==> src/rtl/tp_pkg.sv <==
// Shared constants and state type for the transpose row feeder.
// Row, sample and drain geometry of the 8x8 transpose memory.
package tp_pkg;

    localparam int TP_N     = 8;
    localparam int TP_DRAIN = 8;
    localparam int CNT_W    = 3;

    typedef enum logic {
        FILL,
        DRAIN
    } tp_state_t;

endpackage

==> src/rtl/tp_row_feeder_if.sv <==
// Sample-in / row-out bundle of the transpose row feeder.
// The producer/bench side holds master; the feeder holds slave.
interface tp_row_feeder_if #(
    parameter int BW = 12
);

    logic [BW-1:0]   i_sample;
    logic            i_valid;
    logic            o_ready;
    logic [8*BW-1:0] o_data;
    logic            o_en;
    logic            o_busy;

    modport master (
        output i_sample,
        output i_valid,
        input  o_ready,
        input  o_data,
        input  o_en,
        input  o_busy
    );

    modport slave (
        input  i_sample,
        input  i_valid,
        output o_ready,
        output o_data,
        output o_en,
        output o_busy
    );

endinterface

==> src/rtl/tp_shift_packer.sv <==
// Shifts accepted samples into an 8-sample row, first sample in the MSB slice.
// Flags the accept that completes a row and presents the completed row.
module tp_shift_packer
    import tp_pkg::*;
#(
    parameter int BW = 12
) (
    input  logic               i_clk,
    input  logic               i_Reset,
    input  logic               accept,
    input  logic [BW-1:0]      sample,
    output logic [CNT_W-1:0]   samp_cnt,
    output logic               row_done,
    output logic [TP_N*BW-1:0] row
);

    logic [TP_N*BW-1:0] shift;

    assign row      = {shift[(TP_N-1)*BW-1:0], sample};
    assign row_done = accept && (samp_cnt == CNT_W'(TP_N - 1));

    always_ff @(posedge i_clk) begin
        if (i_Reset) begin
            shift    <= '0;
            samp_cnt <= '0;
        end else if (accept) begin
            shift    <= row;
            samp_cnt <= samp_cnt + 1'b1;
        end
    end

endmodule

==> src/rtl/tp_row_feeder.sv <==
// Packs serial samples into rows for the 8x8 transpose memory and holds
// off emission for the read-out window after every 8th row.
module tp_row_feeder
    import tp_pkg::*;
#(
    parameter int BW = 12
) (
    input  logic             i_clk,
    input  logic             i_Reset,
    tp_row_feeder_if.slave   bus
);

    tp_state_t          state;
    tp_state_t          state_n;
    logic [CNT_W-1:0]   samp_cnt;
    logic [CNT_W-1:0]   row_cnt;
    logic [CNT_W-1:0]   drain_cnt;
    logic               row_done;
    logic [TP_N*BW-1:0] row;
    logic [TP_N*BW-1:0] row_buf;
    logic               row_full;
    logic               accept;
    logic               emit;
    logic               en_q;
    logic [TP_N*BW-1:0] data_q;
    logic               busy_q;

    // Only the 8th sample of a row needs a free buffer.
    assign bus.o_ready = !(row_full && (samp_cnt == CNT_W'(TP_N - 1)));
    assign accept      = bus.i_valid && bus.o_ready && !i_Reset;

    assign bus.o_en    = en_q;
    assign bus.o_data  = data_q;
    assign bus.o_busy  = busy_q;

    tp_shift_packer #(
        .BW(BW)
    ) u_packer (
        .i_clk    (i_clk),
        .i_Reset  (i_Reset),
        .accept   (accept),
        .sample   (bus.i_sample),
        .samp_cnt (samp_cnt),
        .row_done (row_done),
        .row      (row)
    );

    always_ff @(posedge i_clk) begin
        if (i_Reset) begin
            state <= FILL;
        end else begin
            state <= state_n;
        end
    end

    always_comb begin
        state_n = state;
        emit    = 1'b0;
        case (state)
            FILL: begin
                emit = row_full;
                if (row_full && (row_cnt == CNT_W'(TP_N - 1))) begin
                    state_n = DRAIN;
                end
            end
            DRAIN: begin
                if (drain_cnt == CNT_W'(TP_DRAIN - 1)) begin
                    state_n = FILL;
                end
            end
            default: state_n = FILL;
        endcase
    end

    // A row can only complete while row_buf is empty, so set and clear never collide.
    always_ff @(posedge i_clk) begin
        if (i_Reset) begin
            row_buf   <= '0;
            row_full  <= 1'b0;
            row_cnt   <= '0;
            drain_cnt <= '0;
            en_q      <= 1'b0;
            data_q    <= '0;
            busy_q    <= 1'b0;
        end else begin
            en_q   <= emit;
            data_q <= emit ? row_buf : '0;
            busy_q <= (state == DRAIN);
            if (row_done) begin
                row_buf  <= row;
                row_full <= 1'b1;
            end else if (emit) begin
                row_full <= 1'b0;
            end
            if (emit) begin
                row_cnt <= row_cnt + 1'b1;
            end
            if (emit && (row_cnt == CNT_W'(TP_N - 1))) begin
                drain_cnt <= '0;
            end else if (state == DRAIN) begin
                drain_cnt <= drain_cnt + 1'b1;
            end
        end
    end

endmodule

==> src/flat_wrapper.sv <==
// flat-port wrapper written by rule: the top's interface ports become plain ports
module tp_row_feeder_flat import tp_pkg::*;
#(
    parameter int BW = 12
)
  (i_clk, i_Reset, bus_i_sample, bus_i_valid, bus_o_ready, bus_o_data, bus_o_en, bus_o_busy);
  tp_row_feeder_if #(.BW(BW)) bus_i ();
  input  logic i_clk;
  input  logic i_Reset;
  input wire logic [$bits(bus_i.i_sample)-1:0] bus_i_sample;
  input wire logic [$bits(bus_i.i_valid)-1:0] bus_i_valid;
  output wire logic [$bits(bus_i.o_ready)-1:0] bus_o_ready;
  output wire logic [$bits(bus_i.o_data)-1:0] bus_o_data;
  output wire logic [$bits(bus_i.o_en)-1:0] bus_o_en;
  output wire logic [$bits(bus_i.o_busy)-1:0] bus_o_busy;
  assign bus_i.i_sample = bus_i_sample;
  assign bus_i.i_valid = bus_i_valid;
  assign bus_o_ready = bus_i.o_ready;
  assign bus_o_data = bus_i.o_data;
  assign bus_o_en = bus_i.o_en;
  assign bus_o_busy = bus_i.o_busy;
  tp_row_feeder #(.BW(BW)) u_core (.i_clk(i_clk), .i_Reset(i_Reset), .bus(bus_i));
endmodule
==> config.mk <==
export PLATFORM = sky130hd
export DESIGN_NAME = tp_row_feeder_flat
export DESIGN_NICKNAME = d
export VERILOG_FILES = /design/src/rtl/tp_pkg.sv /design/src/rtl/tp_row_feeder_if.sv /design/src/rtl/tp_shift_packer.sv /design/src/rtl/tp_row_feeder.sv /design/src/flat_wrapper.sv
export SDC_FILE = /design/constraint.sdc
export NUM_CORES = 1
export LEC_CHECK = 0
export BUFFER_PORTS_ARGS = -buffer_cell sky130_fd_sc_hd__buf_4
export CAP_MARGIN = 40
export CELL_PAD_IN_SITES_DETAIL_PLACEMENT = 1
export CELL_PAD_IN_SITES_GLOBAL_PLACEMENT = 2
export CORE_ASPECT_RATIO = 0.5
export CORE_MARGIN = 8
export CORE_UTILIZATION = 31
export CTS_CLUSTER_DIAMETER = 30
export DETAILED_ROUTE_END_ITERATION = 8
export PLACE_DENSITY = 0.76
export SLEW_MARGIN = 20
export SYNTH_ARGS = -nofsm -noshare
export SYNTH_HDL_FRONTEND = slang
export SYNTH_SLANG_ARGS = --single-unit
==> constraint.sdc <==
create_clock -name i_clk -period 1.62 [get_ports i_clk]
set_input_delay 0.243 -clock i_clk [delete_from_list [all_inputs] [get_ports i_clk]]
set_output_delay 0.243 -clock i_clk [all_outputs]
set_load 0.05 [all_outputs]
# Word-level counts from Yosys, hierarchy flattened
# Cells that the tools add are included.
[word_totals]
regBits = 289
out_inout_bits = 99
[op_classes]
add_sub_neg = 3
n_eq_ne = 3
n_mux = 6
bitwise_logic = 2
reduce_logical = 11
[op_table]
columns = ["cell", "count"]
rows = [
  ["$add A3 B1 Y3 const B", 3],
  ["$eq A3 B3 Y1 const B", 3],
  ["$logic_and A1 B1 Y1", 6],
  ["$mux W1", 5],
  ["$reduce_or A2 Y1", 2],
  ["$logic_not A1 Y1", 2],
  ["$not A1 Y1", 2],
  ["$pmux W1 S2", 1],
  ["$reduce_bool A2 Y1", 1],
]

# Longest topological paths before layout
[logic_depth]
ltp_word = 7
mapped_depth = 8

# Cells and area by module
# From an unflattened synthesis, not the netlist that was laid out.
[unflattened]
cells_unflattened = 849
hier_area_um2 = 9574.2
[by_module_without_submodules]
columns = ["module", "instances", "cells_each", "area_per_inst_um2", "seq_area_each_um2"]
rows = [
  ["tp_row_feeder", 1, 553, 6378.6, 4043.9],
  ["tp_shift_packer", 1, 296, 3195.6, 1741.7],
]

# Least setup slack after synthesis
# OpenSTA, ideal clock, no wires.
[synth_timing]
path_type = "register to register"
from = "reg u_core.u_packer.samp_cnt[0]"
to = "reg u_core.u_packer.shift[41]"
arrival_time_ps = 1490
t_required_ps = 1488
path_slack_ps = -2
path_stages_with_launch = 9
path_buffers = 3
period_less_slack_ps = 1622
cell_sequence = "dfxtp_1 ha_1 ha_1 a21bo_2 buf_2 buf_4 buf_2 nand2_1 a21oi_1"
[synth_via]
elab_chain_len = 5
[synth_lines]
columns = ["item", "line_no", "source"]
rows = [
  ["start: declaration", "tp_shift_packer.sv:12", "output logic [CNT_W-1:0] samp_cnt,"],
  ["start signal: assignment", "tp_shift_packer.sv:28", "samp_cnt <= samp_cnt + 1'b1;"],
  ["$eq A3 B3 Y1", "tp_row_feeder.sv:29", "assign bus.o_ready = !(row_full && (samp_cnt == CNT_W'(TP_N - 1)));"],
  ["$logic_and A1 B1 Y1", "tp_row_feeder.sv:29", ""],
  ["$logic_not A1 Y1", "tp_row_feeder.sv:29", ""],
  ["$logic_and A1 B1 Y1 (2 in a row)", "tp_row_feeder.sv:30", "assign accept = bus.i_valid && bus.o_ready && !i_Reset;"],
  ["end signal: assignment", "tp_shift_packer.sv:27", "shift <= row;"],
  ["end: declaration", "tp_shift_packer.sv:17", "logic [TP_N*BW-1:0] shift;"],
]
# No other way between the ends.
# A chain may end at the register's enable or synchronous reset.

# Worst setup path in the final report
[layout_timing]
from = "reg u_core.u_packer.samp_cnt[0]"
to = "out bus_o_ready"
[layout_via]
elab_chain_len = 3
[layout_lines]
columns = ["item", "line_no", "source"]
rows = [
  ["$eq A3 B3 Y1", "tp_row_feeder.sv:29", ""],
  ["$logic_and A1 B1 Y1", "tp_row_feeder.sv:29", ""],
  ["$logic_not A1 Y1", "tp_row_feeder.sv:29", ""],
  ["end: declaration", "flat_wrapper.sv:12", "output wire logic [$bits(bus_i.o_ready)-1:0] bus_o_ready;"],
]
# No other way between the ends.

==> results.cfg <==
[status]
status = finished with violations
violations = setup timing

[pwr]
ir_drop_mv = 0.658
total_power_mw = 16.8
p_leak_nw = 4.85
power_density_mw_per_mm2 = 1320

[finish]
instances_no_fill = 1603
drive_gt1_frac = 0.239
antenna_cells = 0
regArea_mm2 = 0.00579
fill_cells = 3381
fin_area_mm2 = 0.0127
finalNetCount = 1197
syn_to_final_growth_pct = 36.5
multi_input_area_mm2 = 0.00342
finish.utilization = 0.425

[grt]
busiest_layer = met1
grt_pass1_wl_um = 40500
grtUsageMet1 = 0.211
grt_overflow = 0
use_met3 = 0.0398
grt_max_degree = 109
grt_pass1_vias = 7235
antenna_found_initial = 1
grt_util_all_layers = 0.139
gr-usage-met2 = 0.187

[timing]
fmax_mhz = 608
worstMarginPinSlew_ns = 0.552
finalWorstPathRequiredPeriod_ns = 1.64
setup_tns_ns = -0.0663
hold_viol = 0
final_max_slew_viol_count = 0
rsz0062_at_grt = true
fin_ws_ns = -0.0236
slew_headroom = 0.632
finalSetupViolations = 4
clock_skew_ns = 0.0147
post-route-period-util = 1.01

[yosys]
ys.flop_type = dfxtp_1
postSynthCellCount = 1042
seq_area_frac_synth = 0.621
yosysTopAreaCell = dfxtp_1
synth_edf_count = 0
synth_area_per_cell_um2 = 8.95
yosys_warnings = 0
synthArstFlopShare = 0
ys_types = 21
synth.most_common_cell = nand2_1
synth_area_mm2 = 0.00932
synth_nets = 1063
synth.area.top_cells = dfxtp_1, nand2_1, a21oi_1, and2_1, clkbuf_1
ys_ff_latch = 289
synth_top_area_frac = 0.621
synthTopCellsByCount = nand2_1, dfxtp_1, a21oi_1

[cts]
clock_latency_ns = 0.52
h-tree-depth = 2
root_buffer = clkbuf_16
numCtsBuffers = 40
cts.clk_slew.worst_paths_ns = 0.06
clock_path_buffers = 3
tritoncts = yes
clock-sinks = 289

[routing]
vias = 7177
firstDrtPassIters = 4
final_antenna_net_count = 0
drc = 0
wirelength_um = 26200
viasPerCell = 4.48
drt_iter0_drc = 307
wire_per_inst_um = 16.3

[critical_path]
crit_required_ns = 1.38
worstSetupEndpointType = output pin
crit_chain = ha_4 -> ha_4 -> nand2_4 -> buf_8
slowest_stage = dfxtp_2
worstPathArrival_ns = 1.40
slowest_delay_ns = 0.33
crit_type = reg2out
start_kind = flip-flop
path_max_fanout = 4
path_common_cell = ha_4

[placed_design]
placed_area_mm2 = 0.0108
gp_congestion = 0.754
port_buffers = 113
dp.cells = 1507
dp_hpwl_um = 16700

[floorplan]
rows = 45
die_h_um = 139
die_w_um = 261
io-pin-count = 114
start_util = 0.311
die_area_mm2 = 0.0362
coreArea_mm2 = 0.0300

[worst_hold_path]
worstHoldPathType = in2reg

[run]
max_cap_viol_count = 0
==> layout make-up <==
| cell class | count | area share |
|---|---|---|
| clock buffer | 48 | 0.0850 |
| clock inverter | 22 | 0.0257 |
| timing repair buffer | 167 | 0.127 |
| tap | 399 | 0.0392 |
| multi-input combinational | 678 | 0.269 |
| sequential | 289 | 0.455 |
==> through the flow <==
| step | setup slack, ns | hold WS, ns |
|---|---|---|
| finish | -0.0236 | 0.133 |
| global route | -0.120 | 0.115 |
| CTS | -0.0479 | 0.108 |
| detailed placement | -0.0397 | 0.442 |
| global placement | 0.0425 | 0.439 |
| floorplan | 0.0411 | 0.379 |
==> report_power, final <==
group          internal [mW]  total, mW  switching (mW)
logic                  0.166      0.404           0.238
registers               7.15       7.19          0.0411
clock network           5.92       9.23            3.31
==> final timing paths <==
kind | startpoint | end | slack [ns] | cells after the start
max | u_core.u_packer.samp_cnt[0] | bus_o_ready | -0.02 | 4
max reg2reg | u_core.u_packer.samp_cnt[0] | u_core.u_packer.shift[48] | -0.02 | 8
min | i_Reset | u_core.bus.o_data[77] | 0.13 | 3
min reg2reg | u_core.row_buf[37] | u_core.row_buf[37] | 0.45 | 2
==> cells in the final DEF, fill, tap and decap left out, drive strengths merged <==
master	instances
nand2	369
dfxtp	289
a21oi	186
buf	150
and2	95
clkbuf	53
dlygate4sd3	12
bufinv	7
ha	6
clkinv	6
nor2	5
inv	5
clkinvlp	4
nand3b	4
nor2b	3
mux2i	2
xnor2	2
and3b	2
a21boi	1
a21bo	1
nand2b	1
mux2	1
==> sequential cells by signal, summed over array words and instances (netlist names) <==
register,cells
u_core.bus.o_busy,1
u_core.row_cnt,3
u_core.bus.o_data,96
u_core.bus.o_en,1
u_core.state,1
u_core.row_buf,96
u_core.row_full,1
u_core.drain_cnt,3
u_core.u_packer.shift,84
u_core.u_packer.samp_cnt,3
==> repair_timing <==
item,CTS,global route
resized for setup,10,60
cloned,0,5
endpoints found under the hold margin,24,0
endpoints found under the setup margin,25,66
hold buffers,12,0
pin swaps,2,8
buffers inserted,2,7
==> worst max-delay path, delay by kind of cell (launching register included) <==
family	cells	cell delay, ns
flip-flops	1	0.33
buffers and inverters	1	0.14
adder cells (fa/ha/maj)	2	0.33
AND/OR/NAND/NOR	1	0.07
==> per-layer routing <==
| metal | wire [um] | vias to the layer above |
|---|---|---|
| met5 | 0 | - |
| met4 | 371 | 0 |
| met3 | 1580 | 37 |
| met2 | 10200 | 130 |
| met1 | 14100 | 3424 |
| li1 | - | 3586 |
==> logic make-up (layout without fill, tap and decap cells) <==
kind of cell	after synthesis	count (layout)	share of synthesized area
and+or+nand+nor	479	479	0.223
DFF	289	289	0.621
AOI/OAI and AO/OA	188	188	0.102
buffers and inverters	75	237	0.0408
adders and majority gates	6	6	0.00805
muxes	3	3	0.00335
xor gates and xnor gates	2	2	0.00188
No activity file was read; power rests on OpenSTA's default activity.
